--- config.mk ---
export PLATFORM = sky130hd
export DESIGN_NAME = aes_round_tail
export DESIGN_NICKNAME = d
export VERILOG_FILES = /design/src/rtl/aes_round_tail.sv
export SDC_FILE = /design/constraint.sdc
export NUM_CORES = 1
export LEC_CHECK = 0
export CAP_MARGIN = 20
export CORE_ASPECT_RATIO = 2
export CORE_MARGIN = 4
export CORE_UTILIZATION = 43
export DETAILED_ROUTE_END_ITERATION = 8
export PLACE_DENSITY = 0.8
export SYNTH_ARGS = -nofsm -noshare
export SYNTH_HDL_FRONTEND = slang
export SYNTH_SLANG_ARGS = --single-unit
export TNS_END_PERCENT = 20
--- constraint.sdc ---
create_clock -name clk -period 1.55 [get_ports clk]
set_input_delay 0.2325 -clock clk [delete_from_list [all_inputs] [get_ports clk]]
set_output_delay 0.2325 -clock clk [all_outputs]
set_load 0.005 [all_outputs]
--- src/rtl/aes_round_tail.sv ---
// AES-128 round tail: ShiftRows, MixColumns (bypassed on the final round), AddRoundKey.
// Latency: one cycle from input transfer to registered result. Set AES_SKID_EN for a registered in_ready.
// Backpressure: valid/ready; AES_SKID_EN adds a one-entry skid buffer so out_ready has no path to in_ready.
module aes_round_tail (
    input  logic         clk,
    input  logic         rst_n,
    input  logic         in_valid,
    output logic         in_ready,
    input  logic [127:0] in_state,
    input  logic [127:0] in_key,
    input  logic         in_last,
    output logic         out_valid,
    input  logic         out_ready,
    output logic [127:0] out_state,
    output logic         out_last
);

    function automatic logic [7:0] xtime(input logic [7:0] b);
        return {b[6:0], 1'b0} ^ (b[7] ? 8'h1b : 8'h00);
    endfunction

    // Byte k sits at [127-8k -: 8] with row k%4 and column k/4.
    function automatic logic [127:0] shift_rows(input logic [127:0] s);
        logic [127:0] res;
        res = '0;
        for (int c = 0; c < 4; c++) begin
            for (int r = 0; r < 4; r++) begin
                res[127-8*(4*c+r) -: 8] = s[127-8*(4*((c+r)%4)+r) -: 8];
            end
        end
        return res;
    endfunction

    function automatic logic [31:0] mix_column(input logic [31:0] col);
        logic [7:0] a0, a1, a2, a3;
        a0 = col[31:24];
        a1 = col[23:16];
        a2 = col[15:8];
        a3 = col[7:0];
        return {xtime(a0) ^ xtime(a1) ^ a1 ^ a2 ^ a3,
                a0 ^ xtime(a1) ^ xtime(a2) ^ a2 ^ a3,
                a0 ^ a1 ^ xtime(a2) ^ xtime(a3) ^ a3,
                xtime(a0) ^ a0 ^ a1 ^ a2 ^ xtime(a3)};
    endfunction

    function automatic logic [127:0] mix_columns(input logic [127:0] s);
        logic [127:0] res;
        res = '0;
        for (int c = 0; c < 4; c++) begin
            res[127-32*c -: 32] = mix_column(s[127-32*c -: 32]);
        end
        return res;
    endfunction

    logic [127:0] sr_state;
    logic [127:0] mc_state;
    logic [127:0] rnd_state;
    logic         in_xfer;
    logic         out_xfer;

    always_comb begin
        sr_state  = shift_rows(in_state);
        mc_state  = mix_columns(sr_state);
        rnd_state = (in_last ? sr_state : mc_state) ^ in_key;
    end

    assign in_xfer  = in_valid && in_ready;
    assign out_xfer = out_valid && out_ready;

`ifdef AES_SKID_EN
    logic         skid_vld;
    logic [127:0] skid_state;
    logic         skid_last;
    logic         in_ready_q;

    assign in_ready = in_ready_q;

    // The skid entry is only ever filled while out_valid is held, so draining it keeps out_valid high.
    always_ff @(posedge clk or negedge rst_n) begin
        if (!rst_n) begin
            out_valid  <= 1'b0;
            out_state  <= '0;
            out_last   <= 1'b0;
            skid_vld   <= 1'b0;
            skid_state <= '0;
            skid_last  <= 1'b0;
            in_ready_q <= 1'b1;
        end else if (skid_vld) begin
            if (out_ready) begin
                out_state  <= skid_state;
                out_last   <= skid_last;
                skid_vld   <= 1'b0;
                in_ready_q <= 1'b1;
            end
        end else if (in_xfer) begin
            if (!out_valid || out_ready) begin
                out_valid <= 1'b1;
                out_state <= rnd_state;
                out_last  <= in_last;
            end else begin
                skid_vld   <= 1'b1;
                skid_state <= rnd_state;
                skid_last  <= in_last;
                in_ready_q <= 1'b0;
            end
        end else if (out_xfer) begin
            out_valid <= 1'b0;
        end
    end
`else
    assign in_ready = !out_valid || out_ready;

    always_ff @(posedge clk or negedge rst_n) begin
        if (!rst_n) begin
            out_valid <= 1'b0;
            out_state <= '0;
            out_last  <= 1'b0;
        end else if (in_xfer) begin
            out_valid <= 1'b1;
            out_state <= rnd_state;
            out_last  <= in_last;
        end else if (out_xfer) begin
            out_valid <= 1'b0;
        end
    end
`endif

endmodule

==> results.py <==
metrics = {
    "die": {
        "die_y_um": 246,
        "pin_count": 392,
        "dieWidth_um": 127,
        "die_area_um2": 31200,
        "core_um2": 27800,
        "placementRows": 86,
        "initial_core_util_pct": 43.8,
    },
    "synth": {
        "synth_cells": 1100,
        "synthTopCellsByArea": "dfrtp_1 (27%), xnor3_1 (26%), xnor2_1 (10%)",
        "ys_warn_count": 0,
        "yosysUniqueCellTypes": 19,
        "ys_seq_elements": 130,
        "seq_area_frac_synth_pct": 26.7,
        "yosysTopAreaCell": "dfrtp_1",
        "yosysTopAreaCellShare_pct": 26.7,
        "syn_nets": 1361,
        "synth_area_per_cell_um2": 11.1,
        "syn_area_um2": 12200,
    },
    "cells_and_area": {
        "register_area_um2": 3250,
        "fin_area_um2": 19900,
        "multiInputGateArea_um2": 9070,
        "fillers": 1944,
        "postLayoutCoreUtil_pct": 71.5,
        "areaGrowthSynthToFinish_pct": 63.2,
        "drive_gt1_share_pct": 25.3,
        "layout_commonest_cell": "buf_4",
        "most-common-layout-cells": "buf_4 (271), nand2_1 (191), dlygate4sd2_1 (190)",
        "final_nets": 2000,
    },
    "critical_path": {
        "crit_fanout": 6,
        "timing.rr.start": "out_valid",
        "required_ns": 1.87,
        "cp.arrival_ns": 1.93,
        "cp-end-kind": "register",
        "crit_type": "input port to register",
        "cp-start-kind": "input port",
        "startpoint": "in_state[127]",
    },
    "pwr": {
        "p_comb_share_pct": 48.7,
        "p_switching_mw": 5.75,
        "p_leak_nw": 10.5,
        "power_frac_clock_pct": 24.9,
        "switching_share_pct": 32.9,
        "irDropWorstVdd_uv": 732,
        "intPower_mw": 11.7,
        "powerDensity_nw_per_um2": 880,
        "seq_power_share_pct": 26.4,
    },
    "global_routing": {
        "grt_pass1_vias": 11900,
        "antenna_found_initial": 16,
        "grt_overflow": 0,
        "grt_pass1_wl_um": 67700,
        "track_usage_pct": 28.8,
        "grt_max_degree": 50,
    },
    "route": {
        "vias": 10900,
        "dr.first_iter.drc_count": 545,
        "drc_errors": 0,
        "drt-total-wl_um": 46200,
        "drt-vias-per-instance": 5.14,
        "postRouteAntennaNets": 0,
        "drt_pass1_iterations": 5,
        "wl_per_cell_um": 21.8,
    },
    "placed_design": {
        "place_area_um2": 18500,
        "place_congestion": 0.940,
        "dpl.hpwl_um": 35700,
        "port-buffer-count": 391,
        "pre_cts_ws_ns": -0.835,
    },
    "clock_tree": {
        "cts_tree": "yes",
        "clk_pin_slew_ns": 0.06,
        "cts_made_buffers": 17,
        "cts_max_level": 4,
        "clk_latency_ns": 0.45,
        "clock_path_buffers": 2,
        "root_buffer": "clkbuf_16",
        "cts.sinks": 130,
    },
    "timing": {
        "period_minus_slack_ns": 1.61,
        "timing.final.crit_share_pct": 104,
        "fin_worst_skew_ns": 0.0104,
        "worst_pin_slew_ns": 0.374,
        "slew_violations": 0,
        "max_freq_mhz": 622,
        "setup_slack_ns": -0.0570,
        "rsz0062_at_grt": "true",
        "setup_viol": 5,
        "hold_viol": 0,
        "relSlewSlack_pct": 75.1,
    },
    "job": {
        "drv_cap": 0,
    },
    "outcome": {
        "status": "finished, violations left",
        "violations": "setup timing",
    },
    "min_path": {
        "hp-class": "input port to asynchronous set/reset pin",
    },
}
synthesized netlist by cell type, drive strengths merged:
library cell and n:
buf 33, clkbuf 56, dfrtp 130, mux2 2
mux2i 64, nand2 192, nand2b 2, o21ai 191
xnor2 145, xnor3 140, xor2 120, xor3 25
worst paths after layout:
| check | end | slack, ns | cells past startpoint |
|---|---|---|---|
| max in group asynchronous | out_state[107] | 0.70 | 3 |
| hold reg to reg | out_state[50] | 0.47 | 2 |
| min in group clk | out_state[17] | 0.38 | 5 |
| hold / removal | out_state[56] | 0.24 | 2 |
| setup reg to reg | out_state[122] | 0.29 | 6 |
| setup / recovery | out_state[124] | -0.06 | 9 |
cell type report:
class / instances / area share, %
Sequential cell: 130 / 16.4
Clock buffer: 18 / 2.21
Clock inverter: 14 / 0.895
Multi-Input combinational cell: 881 / 45.7
Timing Repair Buffer: 709 / 32.4
Antenna cell: 16 / 0.202
Tap cell: 352 / 2.22
power groups by stage:
stage | Sequential [mW] | Clock (mW) | Combinational (mW)
after floorplan | 4.70 | 0 | 4.00
after global placement | 4.66 | 0 | 8.37
after detailed placement | 4.70 | 0 | 8.59
after CTS | 4.62 | 4.41 | 8.40
after global routing | 4.71 | 4.55 | 9.05
final | 4.62 | 4.35 | 8.50
worst max-delay path: stages:
cell	delay [ns]
dlygate4sd2_1	0.24
buf_6	0.15
buf_4	0.14
xnor2_1	0.25
buf_4	0.17
xnor3_1	0.29
o21ai_1	0.19
xnor2_1	0.16
o21ai_0	0.11
routing by layer:
layer / vias to the layer above / global-route usage [%] / part of all wire [%]
li1: 4973 / - / -
met2: 460 / 53.8 / 56
met4: 0 / 18.3 / 6.3
met3: 156 / 6.02 / 5.7
met5: - / 0 / 0
met1: 5299 / 28.1 / 32
metrics by stage:
stage | power (mW) | std cells | TNS [ns] | hold slack [ns]
finish | 17.5 | 2120 | -0.115 | 0.237
global route | 18.3 | 2120 | -1.14 | 0.281
CTS | 17.4 | 2101 | -0.287 | 0.233
detailed placement | 13.3 | 2050 | -70.96 | 0.146
global placement | 13.0 | 2050 | -65.74 | 0.145
floorplan | 8.69 | 1100 | -0.939 | -0.0631
cells by family after synthesis:
family                 count (synthesis)  share of synthesized area, %
multiplexers                          66                          5.45
AND/OR/NAND/NOR                      194                          6.03
XOR/XNOR                             430                          50.8
flip-flops                           130                          26.7
AO/OA/AOI/OAI                        191                          7.86
buffers and inverters                 89                          3.10
registers in the layout, indices dropped and copies added, names as in the netlist:
signal     cells
out_last       1
out_state    128
out_valid      1
timing repair:
action	CTS	global route
hold buffers	1	0
pin swaps	57	38
setup buffers	19	3
hold endpoints to repair	26	0
gates resized for setup	315	92
endpoints found under the setup margin	234	105
gates cloned	0	0
(Power assumes the default switching activity.)
